==> config.mk <==
export PLATFORM = sky130hd
export DESIGN_NAME = axi_burst_reader
export DESIGN_NICKNAME = d
export VERILOG_FILES = /design/src/rtl/axi_burst_reader.sv
export SDC_FILE = /design/constraint.sdc
export NUM_CORES = 1
export LEC_CHECK = 0
export CAP_MARGIN = 20
export CORE_UTILIZATION = 45
export DETAILED_ROUTE_END_ITERATION = 12
export HOLD_SLACK_MARGIN = 0.02
export MAX_ROUTING_LAYER = met4
export PLACE_DENSITY = 0.77
export RECOVER_POWER = 50
export SYNTH_ARGS = -nofsm -noshare
export SYNTH_HDL_FRONTEND = slang
export SYNTH_SLANG_ARGS = --single-unit
==> constraint.sdc <==
create_clock -name s_aclk -period 7.8 [get_ports s_aclk]
set_input_delay 0.78 -clock s_aclk [delete_from_list [all_inputs] [get_ports s_aclk]]
set_output_delay 0.78 -clock s_aclk [all_outputs]
set_load 0.005 [all_outputs]
==> src/rtl/axi_burst_reader.sv <==
// AXI4 read initiator: splits a (start address, word count) command into
// 4 KB-safe INCR bursts and streams the returned words out in order.
module axi_burst_reader #(
  parameter int unsigned MAX_BURST       = 16,
  parameter int unsigned MAX_OUTSTANDING = 4,
  parameter logic [6:0]  ARID_VAL        = 7'd0
) (
  input  logic        s_aclk,
  input  logic        s_areset,
  input  logic        cmd_valid,
  output logic        cmd_ready,
  input  logic [31:0] cmd_addr,
  input  logic [15:0] cmd_words,
  output logic [6:0]  m_axi_arid,
  output logic [31:0] m_axi_araddr,
  output logic [7:0]  m_axi_arlen,
  output logic [2:0]  m_axi_arsize,
  output logic [1:0]  m_axi_arburst,
  output logic        m_axi_arvalid,
  input  logic        m_axi_arready,
  input  logic [6:0]  m_axi_rid,
  input  logic [31:0] m_axi_rdata,
  input  logic [1:0]  m_axi_rresp,
  input  logic        m_axi_rlast,
  input  logic        m_axi_rvalid,
  output logic        m_axi_rready,
  output logic [31:0] out_data,
  output logic        out_valid,
  input  logic        out_ready,
  output logic        out_last,
  output logic        done,
  output logic        err
);
  localparam logic [15:0] MAX_BURST_W = 16'(MAX_BURST);
  localparam logic [3:0]  MAX_OUT_W   = 4'(MAX_OUTSTANDING);

  typedef enum logic [1:0] {IDLE, BUSY, FIN} state_t;
  state_t state, state_nxt;

  logic [31:0] addr_q;
  logic [15:0] rem_ar;
  logic [15:0] rem_r;
  logic [3:0]  outstanding;
  logic [7:0]  arlen_q;
  logic [8:0]  beats;
  logic [31:0] addr_step;
  logic [15:0] rem_ar_step;
  logic [31:0] cmd_addr_al;
  logic        cmd_hs;
  logic        ar_hs;
  logic        r_hs;
  logic        rlast_hs;
  logic        unused_bits;

  function automatic logic [8:0] burst_beats(input logic [31:0] a, input logic [15:0] rem);
    logic [10:0] bound;
    logic [15:0] b;
    bound = 11'd1024 - {1'b0, a[11:2]};
    b = (rem > MAX_BURST_W) ? MAX_BURST_W : rem;
    if ({5'd0, bound} < b) b = {5'd0, bound};
    return 9'(b);
  endfunction

  function automatic logic [7:0] len_of(input logic [8:0] n);
    return (n == 9'd0) ? 8'd0 : 8'(n - 9'd1);
  endfunction

  assign unused_bits   = ^{m_axi_rid, cmd_addr[1:0]};
  assign cmd_addr_al   = {cmd_addr[31:2], 2'b00};

  assign m_axi_arid    = ARID_VAL;
  assign m_axi_arsize  = 3'b010;
  assign m_axi_arburst = 2'b01;
  assign m_axi_araddr  = addr_q;
  assign m_axi_arlen   = arlen_q;

  assign cmd_ready     = (state == IDLE);
  assign done          = (state == FIN);
  assign cmd_hs        = (state == IDLE) && cmd_valid;

  assign beats         = burst_beats(addr_q, rem_ar);
  assign addr_step     = addr_q + {21'd0, beats, 2'b00};
  assign rem_ar_step   = rem_ar - {7'd0, beats};
  assign m_axi_arvalid = (state == BUSY) && (rem_ar != 16'd0) && (outstanding < MAX_OUT_W);
  assign ar_hs         = m_axi_arvalid && m_axi_arready;

  assign m_axi_rready  = (state == BUSY) && out_ready;
  assign out_valid     = (state == BUSY) && m_axi_rvalid;
  assign out_data      = m_axi_rdata;
  assign out_last      = out_valid && (rem_r == 16'd1);
  assign r_hs          = m_axi_rvalid && m_axi_rready;
  assign rlast_hs      = r_hs && m_axi_rlast;

  always_ff @(posedge s_aclk or posedge s_areset) begin
    if (s_areset) state <= IDLE;
    else          state <= state_nxt;
  end

  always_comb begin
    state_nxt = state;
    unique case (state)
      IDLE:    if (cmd_valid) state_nxt = (cmd_words == 16'd0) ? FIN : BUSY;
      BUSY:    if (r_hs && (rem_r == 16'd1)) state_nxt = FIN;
      FIN:     state_nxt = IDLE;
      default: state_nxt = IDLE;
    endcase
  end

  // arlen is precomputed from the post-update address/count so the AR
  // payload is a plain register that cannot move while arvalid waits.
  always_ff @(posedge s_aclk or posedge s_areset) begin
    if (s_areset) begin
      addr_q      <= '0;
      rem_ar      <= '0;
      rem_r       <= '0;
      outstanding <= '0;
      arlen_q     <= '0;
      err         <= 1'b0;
    end else if (cmd_hs) begin
      addr_q  <= cmd_addr_al;
      rem_ar  <= cmd_words;
      rem_r   <= cmd_words;
      arlen_q <= len_of(burst_beats(cmd_addr_al, cmd_words));
      err     <= 1'b0;
    end else begin
      if (ar_hs) begin
        addr_q  <= addr_step;
        rem_ar  <= rem_ar_step;
        arlen_q <= len_of(burst_beats(addr_step, rem_ar_step));
      end
      if (r_hs) begin
        rem_r <= rem_r - 16'd1;
        if (m_axi_rresp != 2'b00) err <= 1'b1;
      end
      case ({ar_hs, rlast_hs})
        2'b10:   outstanding <= outstanding + 4'd1;
        2'b01:   outstanding <= outstanding - 4'd1;
        default: ;
      endcase
    end
  end
endmodule

Yosys cells after proc, flatten, opt, wreduce, memory -nomap -nowiden --
Index checks and enable logic that the tools add are counted.
Storage, ports and cells: register bits after elaboration 79, bits of input ports 96, output and inout bits 91, word-level logic and storage cells 82
Cells by class: $add $sub $neg 10, $lt $le $gt $ge 7, equal/unequal tests 7, muxes and demuxes 27, bitwise operators 1, reduce and logical (&&, ||, !) cells 23
Operator list (number):
- 16-bit two-way mux | 7
- 32-bit two-way mux | 2
- 9-bit two-way mux | 6
- 16-bit by 5-bit > comparator with 1-bit output, second input constant | 3
- 11-bit by 16-bit less-than comparator with 1-bit output | 3
- 11-bit by 10-bit subtractor with 11-bit output, first input constant | 3
- 32-bit by 11-bit adder with 32-bit output | 1
- 8-bit two-way mux | 4
- 9-bit logical NOT | 2
- 16-bit by 1-bit == test with 1-bit output, second input constant | 1
- 16-bit logical NOT | 1
- 16-bit nonzero test | 1
- 16-bit by 1-bit subtractor with 16-bit output, second input constant | 1
- 16-bit by 9-bit subtractor with 16-bit output | 1
- 8-bit by 1-bit subtractor with 8-bit output, second input constant | 2
- 1-bit logical AND | 10
- 2-bit nonzero test | 5
- 4-bit case mux with 2 select lines | 1
- 2-bit two-way mux | 3
- 2-bit AND reduction | 3
- 4-bit by 1-bit adder with 4-bit output, second input constant | 1
- 2-bit by 1-bit == test with 1-bit output, second input constant | 2
- 2-bit == test, second input constant | 2
- 4-bit by 3-bit less-than comparator with 1-bit output, second input constant | 1
- other kinds (7) | 9

Logic depth before layout (Yosys ltp) --
Gate-level depths: netlist (run 1).
depth in word-level cells 15, depth in mapped cells 40, gate-level depth less buffers 38

Worst setup path after synthesis (run 1) --
No wires, ideal clock.
path kind register -> register, start reg rem_ar[10], end reg arlen_q[0], in the netlist m_axi_arlen[0], setup time 0.127 ns, arrival 7.830 ns, required time 7.673 ns, path slack -0.157 ns, cell stages (with the launch flop) 41, buffers on the path 2, period minus slack after synthesis 7.957 ns, cell sequence dfrtp_1 -> or4_4 -> nor2_8 -> nand3_1 -> nor3_1 -> inv_1 -> ha_1 -> o31a_1 -> o21a_1 -> o21ai_0 -> a21oi_1 -> nor2_1 -> o21ai_2 -> buf_2 -> mux2i_1 -> ha_1 -> fa_1 -> nand2b_1 -> [5 not listed] -> nor2_1 -> inv_1 -> ha_1 -> a21o_1 -> a21o_1 -> a221oi_1 -> o21ai_0 -> nor3_1 -> nand4_1 -> and2_4 -> clkbuf_1 -> mux2i_1 -> ha_1 -> inv_1 -> a2111oi_2 -> a311oi_2 -> a221oi_1 -> nor2_1
Between the ends: longest elaborated chain between the ends 15, elaborated cells between the ends (all ways) 23, those cells by class add/sub (4); order compare (4); mux (9); reduce/logical (6)
Ends and longest elaborated chain:
- start, declared | line 41 | logic [15:0] rem_ar;
- start signal, assigned | line 121 | rem_ar <= cmd_words;
- start signal, assigned | line 128 | rem_ar <= rem_ar_step;
- 16-bit by 5-bit > comparator with 1-bit output | line 59 | b = (rem > MAX_BURST_W) ? MAX_BURST_W : rem;
- 16-bit two-way mux | line 59
- 11-bit by 16-bit less-than comparator with 1-bit output | line 60 | if ({5'd0, bound} < b) b = {5'd0, bound};
- 9-bit two-way mux | line 60
- 16-bit by 9-bit subtractor with 16-bit output | line 83 | assign rem_ar_step = rem_ar - {7'd0, beats};
- 16-bit by 5-bit > comparator with 1-bit output | line 59
- 16-bit two-way mux | line 59
- 11-bit by 16-bit less-than comparator with 1-bit output | line 60
- 9-bit two-way mux | line 60
- 9-bit two-way mux | line 126 | if (ar_hs) begin
- 9-bit two-way mux | line 119 | end else if (cmd_hs) begin
- 8-bit by 1-bit subtractor with 8-bit output or 9-bit logical NOT (tied branches) | line 65 | return (n == 9'd0) ? 8'd0 : 8'(n - 9'd1);
- 8-bit two-way mux | line 65
- 8-bit two-way mux | line 126
- 8-bit two-way mux | line 119
- end signal, assigned | line 123 | arlen_q <= len_of(burst_beats(cmd_addr_al, cmd_words));
- end signal, assigned | line 129 | arlen_q <= len_of(burst_beats(addr_step, rem_ar_step));
- end, declared | line 44 | logic [7:0] arlen_q;
Several ways; a longest one is shown, not always the timed one. The select of a mux whose other input is x is not followed. A chain may end at the register's enable or synchronous reset.

Final worst setup path (run 1) --
start reg rem_ar[10], end reg arlen_q[3], in the netlist m_axi_arlen[3]
The elaborated chain is that of the path after synthesis.

==> results of run 1 <==
[layer usage]
layer,up-vias,track usage,part of all wire
met5,-,-,0
met4,0,0.123,0.038
met3,78,0.0440,0.076
met2,376,0.467,0.48
met1,3727,0.352,0.40
li1,3601,-,-
[timing repair]
| item | CTS | global route |
|---|---|---|
| gates resized for setup | 37 | 52 |
| cloned | 0 | 0 |
| endpoints found under the hold margin | 0 | 0 |
| setup endpoints to repair | 8 | 8 |
| pin swaps | 26 | 39 |
| buffers inserted | 13 | 11 |
[cell families after synthesis]
family / share of synthesized area
adders and majority gates: 0.108
xor gates and xnor gates: 0.0574
and+or+nand+nor: 0.240
buffers and inverters: 0.0847
AOI/OAI and AO/OA: 0.228
DFF: 0.260
other: 0.00101
muxes: 0.0211
[stage by stage]
step / hold WS [ns] / setup WS (ns) / setup TNS, ns
2_1_floorplan: 0.446 / 0.00138 / 0
3_3_place_gp: 0.460 / -0.192 / -0.439
3_5_place_dp: 0.464 / -0.300 / -1.24
4_1_cts: 0.479 / -0.0922 / -0.192
5_1_grt: 0.508 / -0.532 / -3.87
6_report: 0.477 / -0.135 / -0.762
[area by class of cell]
class | instances | area [sq um] | share of cell area
flip-flops and latches | 77 | 1930 | 0.195
well taps | 216 | 270 | 0.0274
multi-input cells | 743 | 5430 | 0.551
clock buffers | 9 | 225 | 0.0228
clock inverters | 7 | 104 | 0.0105
inverters | 46 | 174 | 0.0176
repair buffers | 196 | 1730 | 0.176
[state kept, by name, summed over array words and instances (netlist names)]
signal	flops
err	1
m_axi_araddr	30
m_axi_arlen	8
outstanding	4
rem_ar	16
rem_r	16
state	2
[path summary, 6_finish.rpt]
check,to,cells after the start
worst max-delay path,m_axi_arlen[3],39
worst min-delay path,outstanding[3],1
worst max register to register,m_axi_arlen[3],39
worst min register to register,outstanding[3],1
max in group asynchronous,m_axi_araddr[13],4
min in group asynchronous,m_axi_araddr[28],3
[cells in the mapped netlist, drive strengths merged (21+ instances only)]
library cell,n
nor2,80
ha,59
o21ai,60
nor3,31
nand3,25
dfrtp,77
a221o,22
buf,53
xnor2,28
inv,46
nor4,21
nand2,105
a21oi,38
[critical path, delay by kind of cell, from the launching register on]
kind            cells  cell delay (ns)
simple gates       13             2.67
compound gates     13             2.61
buf+inv             9             1.29
fa+ha+maj           3             0.70
flops               1             0.38
mux                 1             0.20
==> results.json, run 1 <==
{
  "post-route-period-util": 1.02,
  "grt_max_degree": 78,
  "final_hold_viol_count": 0,
  "min_from": "outstanding[3]",
  "syn-instance-count": 909,
  "yosysWarnings": 0,
  "io_buffers": 99,
  "yosys.area.top_type": "dfrtp_1",
  "nFillCells": 1325,
  "syn_area_sq_um": 7420,
  "grt_pass1_wl_um": 36700,
  "min_path_type": "register to register",
  "postRouteAntennaNets": 0,
  "cap_violations": 1,
  "reg2reg_slack_ns": -0.14,
  "final-setup-viol-count": 8,
  "core_area_sq_um": 16000,
  "yosysUniqueCellTypes": 79,
  "cts_sinks": 77,
  "ys_ff_latch": 77,
  "crit_slowest_cell": "or4_4",
  "route.vias.total": 7782,
  "synthArstFlopShare": 1.00,
  "crit_required_ns": 8.06,
  "ys.flop_type": "dfrtp_1",
  "dieArea_sq_um": 17000,
  "drcViolationCount": 0,
  "post-route-util": 0.616,
  "fin_nets": 1231,
  "initial_core_util": 0.464,
  "path_common_cell": "buf_4",
  "antenna_cells": 0,
  "antenna_found_initial": 0,
  "fp.dieH_um": 130,
  "synth_edf_count": 0,
  "slew-limit-headroom": -1.68,
  "rows": 46,
  "areaGrowthSynthToFinish_pct": 32.9,
  "cpPeakStageDelay_ns": 0.58,
  "fin_skew_ns": 0.0110,
  "crit_start": "rem_ar[10]",
  "post-route-worst-setup-slack_ns": -0.135,
  "synth_area_leaders": "dfrtp_1 26%, ha_1 10%, nand2_1 5.3%, buf_4 4.8%, nor2_1 4.0%",
  "finalWirelength_um": 23800,
  "period_needed_ns": 7.94,
  "wl_per_cell_um": 18.4,
  "cp-end-kind": "register",
  "gp_congestion": 0.918,
  "fmax_ghz": 0.126,
  "via_per_inst": 6.01,
  "worstSkewPairLatency_ns": 0.35,
  "cts-root-buf": "clkbuf_16",
  "crit_fanout": 8,
  "stdcell_count": 1294,
  "grt_usage": 0.286,
  "gr-total-overflow": 0,
  "pin_count": 187,
  "grt_pass1_vias": 7455,
  "hold_buffers": 0,
  "htree_num_levels": 3,
  "seq_area_frac_synth": 0.260,
  "worstSetupPathType": "register to register",
  "synth_top_cell_area_share": 0.260,
  "cp.arrival_ns": 8.19,
  "violations": "capacitance limit, slew limit, setup timing",
  "drv_slew": 71,
  "r2r-start": "rem_ar[10]",
  "fin_area_sq_um": 9860,
  "fp.dieW_um": 130,
  "outcome": "finished with violations",
  "placed_area_sq_um": 8920,
  "tightest_slew_ns": 4.02,
  "startpoint_type": "register",
  "dp_cells": 1257,
  "rsz0062_at_grt": "true",
  "drive_gt1_frac": 0.189,
  "syn_avg_cell_area_sq_um": 8.16,
  "mostFrequentLayoutCells": "103 x nand2_1, 98 x clkdlybuf4s50_1, 90 x buf_4, 77 x dfrtp_1, 73 x nor2_1",
  "layout_commonest_cell": "nand2_1",
  "cts_tree": "yes",
  "hpwlAfterDp_um": 16500,
  "cts_buffers": 9,
  "cts_buffer_depth": 2,
  "clkTransAtPathRegs_ns": 0.07,
  "drt_iter0_drc": 906,
  "first_pass_iters": 6
}
Power of run 1 is not shown: default switching activity piles up to over one toggle a cycle in this logic, so the estimate is an artifact.
==> inputs of run 2 (changes only) <==
Settings changed: SETUP_SLACK_MARGIN from default to 0.15.
==> run 2 against run 1 <==
The run still ends with capacitance limit, slew limit, setup timing left. Non-clock buffer count rose by 12. Global-route usage fell by 0.24 points. First-iteration DRC count down 19%. Critical path depth unchanged. Count of clock-buffer cells in the layout is the same. Via count shrank 1.4%. Register-to-register slack better by 0.11 ns. Fmax is 1.4% higher. Die area unchanged. Sequential cell count is the same. Final cell count is 0.93% higher. Critical path type unchanged. Critical endpoint is now m_axi_arlen[6]. Highest routed layer unchanged.
==> results.json, run 2 (synthesis results as in run 1) <==
{
  "fp.dieH_um": 130,
  "cp.arrival_ns": 8.09,
  "cts_buffer_depth": 2,
  "dieArea_sq_um": 17000,
  "cts_tree": "yes",
  "drt_iter0_drc": 737,
  "worstSkewPairLatency_ns": 0.35,
  "violations": "capacitance limit, slew limit, setup timing",
  "antenna_cells": 0,
  "first_pass_iters": 5,
  "grt_pass1_wl_um": 36600,
  "rsz0062_at_grt": "true",
  "holdWs_ns": 0.494,
  "crit_fanout": 6,
  "nFillCells": 1406,
  "min_path_type": "register to register",
  "drv_slew": 70,
  "crit_slowest_cell": "or4_4",
  "tightest_slew_ns": 3.95,
  "wl_per_cell_um": 17.9,
  "cap_violations": 1,
  "htree_num_levels": 3,
  "areaGrowthSynthToFinish_pct": 33.0,
  "slew-limit-headroom": -1.63,
  "crit_family": "compound AO/OA/AOI/OAI gates",
  "io_buffers": 99,
  "r2r-start": "rem_ar[10]",
  "cts_sinks": 77,
  "drive_gt1_frac": 0.191,
  "fmax_ghz": 0.128,
  "final_hold_viol_count": 0,
  "rows": 46,
  "reg2reg_depth": 39,
  "post-route-period-util": 1.00,
  "layout_commonest_cell": "nand2_1",
  "path_buf_inv": 6,
  "initial_core_util": 0.464,
  "timing.rr.end": "m_axi_arlen[6]",
  "fin_skew_ns": 0.00826,
  "grt_usage": 0.283,
  "cp-end-kind": "register",
  "min_from": "m_axi_arlen[5]",
  "cts_buffers": 9,
  "outcome": "finished with violations",
  "largest_reg_flops": 30,
  "via_per_inst": 5.88,
  "gp_congestion": 0.920,
  "fin_nets": 1243,
  "antenna_found_initial": 0,
  "crit_required_ns": 8.06,
  "gr-total-overflow": 0,
  "pin_count": 187,
  "startpoint_type": "register",
  "clkTransAtPathRegs_ns": 0.06,
  "final-setup-viol-count": 3,
  "route.vias.total": 7675,
  "postRouteAntennaNets": 0,
  "hold_depth": 2,
  "core_area_sq_um": 16000,
  "min_to": "m_axi_arlen[5]",
  "worstSetupPathType": "register to register",
  "grt_max_degree": 78,
  "grt_pass1_vias": 7424,
  "finalWirelength_um": 23400,
  "reg2reg_slack_ns": -0.02,
  "cts-root-buf": "clkbuf_16",
  "place_ws_ns": -0.151,
  "drcViolationCount": 0,
  "fp.dieW_um": 130,
  "post-route-worst-setup-slack_ns": -0.0234,
  "mostFrequentLayoutCells": "104 x nand2_1, 101 x buf_4, 97 x clkdlybuf4s50_1, 77 x dfrtp_1, 72 x nor2_1",
  "hpwlAfterDp_um": 16400,
  "cpPeakStageDelay_ns": 0.58,
  "period_needed_ns": 7.82
}
run 2: changes by cell type in the layout (fill, tap and decap cells not counted), sizes merged:
cell | before | now
clkdlybuf4s50 | 98 | 97
inv | 48 | 47
clkinv | 0 | 3
bufinv | 2 | 1
dlygate4sd3 | 1 | 2
buf | 95 | 107
clkinvlp | 3 | 2
run 2: layer usage:
layer	vias up	routed length, um	global-route usage
li1	3624	-	-
met1	3671	9740	0.342
met2	311	11500	0.476
met3	69	1410	0.0419
met4	0	789	0.114
met5	-	0	-
run 2: final cells by class:
cell class / count / area [sq um] / area share
clock buffers: 9 / 225 / 0.0228
repair buffers: 208 / 1830 / 0.185
flip-flops and latches: 77 / 1930 / 0.195
inverters: 46 / 174 / 0.0176
well taps: 216 / 270 / 0.0274
multi-input cells: 743 / 5370 / 0.544
clock inverters: 7 / 73.8 / 0.00748
run 2: repair_timing:
action	in CTS	in global routing
setup endpoints to repair	8	8
buffers inserted	16	12
pin swaps	32	31
gates cloned	1	0
hold buffers	0	0
resized for setup	47	31
run 2: worst max-delay path by stage:
stage | startpoint | endpoint | slack (ns) | cells past startpoint
after floorplan | rem_ar[10] | m_axi_arlen[0] | 0.18 | 40
after global placement | rem_ar[10] | m_axi_arlen[7] | -0.08 | 38
final | rem_ar[10] | m_axi_arlen[6] | -0.02 | 39
after global routing | rem_ar[10] | m_axi_arlen[6] | -0.38 | 39
after detailed placement | m_axi_araddr[7] | m_axi_arlen[0] | -0.15 | 36
after CTS | rem_ar[13] | m_axi_arlen[7] | 0.16 | 37
run 2: stage by stage:
step	util	std cells	setup TNS, ns	area, sq um
after floorplan	-	939	0	7570
after global placement	0.560	1259	-0.251	8960
after detailed placement	0.560	1259	-0.794	8960
after CTS	0.602	1292	0	9630
after global routing	0.617	1306	-2.63	9870
final	0.617	1306	-0.0351	9870
run 2: worst reg2reg max path, delay by kind of cell (launching register included):
kind	cells	cell delay (ns)
mux	2	0.49
flops	1	0.37
simple gates	10	2.00
compound gates	17	3.26
fa+ha+maj	4	1.02
buf+inv	6	0.62
Power of run 2 is left out for the same reason.
==> inputs of run 3 (changes only) <==
Settings changed: SKIP_CTS_REPAIR_TIMING from default to 1.
==> run 3 against run 2 <==
Critical endpoint unchanged. Utilization decreased by 1.3 points. Largest cell class unchanged. The run still ends with capacitance limit, slew limit, setup timing left. Fmax increased by 0.22%. Sequential cell count unchanged.
==> results.json, run 3 (synthesis results as in run 1) <==
{
  "outcome": "finished with violations",
  "violations": "capacitance limit, slew limit, setup timing",
  "worstSkewPairLatency_ns": 0.35,
  "reg2reg_slack_ns": -0.006,
  "rsz0062_at_grt": "true",
  "grt_usage": 0.272,
  "crit_fanout": 6,
  "crit_required_ns": 8.02,
  "cp-end-kind": "register",
  "mostFrequentLayoutCells": "104 x nand2_1, 98 x clkdlybuf4s50_1, 86 x buf_4, 77 x dfrtp_1, 74 x nor2_1",
  "cts_buffers": 9,
  "fp.dieH_um": 130,
  "fin_nets": 1225,
  "drt_iter0_drc": 703,
  "period_needed_ns": 7.81,
  "finalWirelength_um": 22300,
  "fp.dieW_um": 130,
  "stdcell_count": 1288,
  "cpPeakStageDelay_ns": 0.59,
  "gp_congestion": 0.920,
  "post-route-period-util": 1.00,
  "place_ws_ns": -0.151,
  "cts_buffer_depth": 2,
  "first_pass_iters": 5,
  "dp_cells": 1259,
  "hpwlAfterDp_um": 16400,
  "largest_reg_flops": 30,
  "fin_area_sq_um": 9660,
  "cap_violations": 1,
  "crit_slowest_cell": "or4_4",
  "antenna_found_initial": 0,
  "grt_max_degree": 78,
  "cts-root-buf": "clkbuf_16",
  "post-route-util": 0.604,
  "post-route-worst-setup-slack_ns": -0.00644,
  "core_area_sq_um": 16000,
  "fin_skew_ns": 0.00852,
  "path_common_cell": "buf_4",
  "slew-limit-headroom": -1.59,
  "io_buffers": 99,
  "drv_slew": 70,
  "areaGrowthSynthToFinish_pct": 30.3,
  "antenna_cells": 0,
  "drive_gt1_frac": 0.173,
  "cp.arrival_ns": 8.03,
  "wl_per_cell_um": 17.3,
  "route.vias.total": 7491,
  "cts_tree": "yes",
  "worstSetupPathType": "register to register",
  "initial_core_util": 0.464,
  "grt_pass1_vias": 7133,
  "startpoint_type": "register",
  "fmax_ghz": 0.128,
  "cts_sinks": 77,
  "gr-total-overflow": 0,
  "tightest_slew_ns": 3.89,
  "rows": 46,
  "layout_commonest_cell": "nand2_1",
  "drcViolationCount": 0,
  "placed_area_sq_um": 8960,
  "clkTransAtPathRegs_ns": 0.06,
  "dieArea_sq_um": 17000,
  "pin_count": 187,
  "grt_pass1_wl_um": 35000,
  "via_per_inst": 5.82,
  "htree_num_levels": 3,
  "final-setup-viol-count": 2,
  "min_path_type": "register to register",
  "postRouteAntennaNets": 0,
  "final_hold_viol_count": 0
}
## run 3: changes by cell type in the layout (fill, tap and decap cells not counted), sizes merged
cell,change
buf,-18
dlygate4sd3,-1
clkdlybuf4s50,+1
## run 3: critical path, delay by kind of cell (launching register included)
family | cells | cell delay, ns
compound gates | 15 | 2.87
flops | 1 | 0.38
fa+ha+maj | 4 | 0.92
buf+inv | 6 | 0.76
simple gates | 13 | 2.26
mux | 2 | 0.50
## run 3: worst paths after layout
check,startpoint,end,depth (start not counted)
min,m_axi_arlen[5],m_axi_arlen[5],2
max in group asynchronous,s_areset,m_axi_arlen[7],4
max,rem_ar[13],m_axi_arlen[6],40
max reg2reg,rem_ar[13],m_axi_arlen[6],40
min in group asynchronous,s_areset,m_axi_araddr[29],3
min reg2reg,m_axi_arlen[5],m_axi_arlen[5],2
## run 3: layout make-up
type,count,area [sq um]
fillers,1427,6340
multi-input cells,743,5310
flip-flops and latches,77,1930
repair buffers,190,1680
well taps,216,270
clock buffers,9,225
inverters,46,174
clock inverters,7,73.8
## run 3: routing by layer
layer | vias to the layer above | share of wire | global-route usage
li1 | 3594 | - | -
met5 | - | 0 | -
met3 | 56 | 0.062 | 0.0419
met2 | 274 | 0.48 | 0.451
met1 | 3567 | 0.43 | 0.334
met4 | 0 | 0.029 | 0.101
## run 3: metrics by stage
| step | TNS (ns) | hold slack (ns) |
|---|---|---|
| 5_1_grt | -3.06 | 0.498 |
| 6_report | -0.00860 | 0.494 |
| 3_5_place_dp | -0.794 | 0.470 |
| 4_1_cts | -1.15 | 0.484 |
| 2_1_floorplan | 0 | 0.446 |
| 3_3_place_gp | -0.251 | 0.461 |
Power of run 3 is left out for the same reason.
==> RTL change: new RTL, flow settings as in run 2 <==
Encoding of `state_t`: now one-hot (3 bits for 3 states).
--- a/src/rtl/axi_burst_reader.sv
+++ b/src/rtl/axi_burst_reader.sv
@@ -36,3 +36,3 @@
 
-  typedef enum logic [1:0] {IDLE, BUSY, FIN} state_t;
+  typedef enum logic [2:0] {IDLE = 3'b001, BUSY = 3'b010, FIN = 3'b100} state_t;
   state_t state, state_nxt;
Behaviour: no difference found for any inputs over 4 cycles, from zero or initial values and one cycle with s_areset high; so few cycles prove little.
==> RTL change against run 2 <==
The flow still finishes with violations (max-capacitance violations, max-slew violations, negative setup slack); sequential cell count grew 1; wire length shrank 0.38%; synthesized cell count is 1.8% higher; worst setup slack got worse by 0.50 ns; final area increased by 2.9%; area after synthesis rose by 3.5%; highest routed layer unchanged.
Power is left out: the tool's default activity adds up to more than one toggle a clock period on the data nets, which glitch-free logic cannot reach.
==> RTL change: results <==
export IMPL_outcome="finished, violations left"
export IMPL_failed_checks="max-capacitance violations, max-slew violations, negative setup slack"
export IMPL_place_area_um2=9530
export IMPL_netlist_instances=925
export IMPL_whs_endpoint="m_axi_arlen[3]$_DFFE_PP0P_"
export IMPL_final_nets=1278
export IMPL_met2_usage_pct=43.7
export IMPL_cts_setup_buffers=9
export IMPL_multi_input_area_share_pct=54.1
export IMPL_met1_usage_pct=35.0
export IMPL_vias=7765
export IMPL_crit_family="simple AND/OR/NAND/NOR gates"
export IMPL_setup_slack_ns=-0.520
export IMPL_synth_xor_area_share_pct=6.73
export IMPL_relSlewSlack_pct=-111
export IMPL_drt_initial_drc_count=654
export IMPL_clkCellAreaFrac_pct=2.78
export IMPL_drv_cap=1
export IMPL_synthAdderAreaFrac_pct=10.4
export IMPL_num_nonclk_buffers=230
export IMPL_holdCritStartpoint="m_axi_arlen[3]$_DFFE_PP0P_"
export IMPL_nonClkBufAreaFrac_pct=19.5
export IMPL_seq_cells=78
export IMPL_ys_types=85
export IMPL_arrival_ns=8.59
export IMPL_yosys_top_cells_count="nand2_1 (119), dfrtp_1 (77), ha_1 (59)"
export IMPL_dr_pass1_iters=6
export IMPL_grt_max_degree=79
export IMPL_fin_area_um2=10200
export IMPL_wirelength_mm=23.3
export IMPL_vias_per_cell=5.77
export IMPL_worstSetupStartpoint="rem_ar[9]$_DFFE_PP0P_"
export IMPL_slowest_delay_ns=0.53
export IMPL_cts_resized=22
export IMPL_synth_seq_area_share_pct=25.4
export IMPL_drv_slew=57
export IMPL_grt_pass1_wl_mm=37.2
export IMPL_dp_final_hpwl_mm=17.1
export IMPL_wl_met2_mm=11.0
export IMPL_dr_wl_met3_mm=1.39
export IMPL_reg2reg_depth=43
export IMPL_finalSetupViolCount=8
export IMPL_synth_compound_area_share_pct=23.6
## RTL change: cell types whose count changed in the layout (fill, tap and decap cells not counted), moves of 6 or more
cell and change:
xor2_1 +6, a31oi_1 +8, nand2_1 +10, o21ai_1 -6, a221o_1 -7, nor2_1 -22, o311ai_0 +8, buf_4 +25
o211ai_1 +8
## RTL change: per-stage QoR
step | setup TNS, ns | util (%) | worst slack (ns)
finish | -3.27 | 61.0 | -0.520
global route | -6.58 | 61.0 | -0.927
detailed placement | -2.51 | 57.3 | -0.424
CTS | -2.02 | 60.1 | -0.325
floorplan | 0 | - | 0.171
global placement | -2.24 | 57.3 | -0.356
## RTL change: worst reg2reg max path, delay by kind of cell, from the launching register on
kind / cells / cell delay [ns]
AO/OA/AOI/OAI: 15 / 2.78
XOR/XNOR: 2 / 0.27
adder cells (fa/ha/maj): 6 / 1.51
buffers and inverters: 2 / 0.14
flip-flops: 1 / 0.38
multiplexers: 1 / 0.29
AND/OR/NAND/NOR: 17 / 2.85
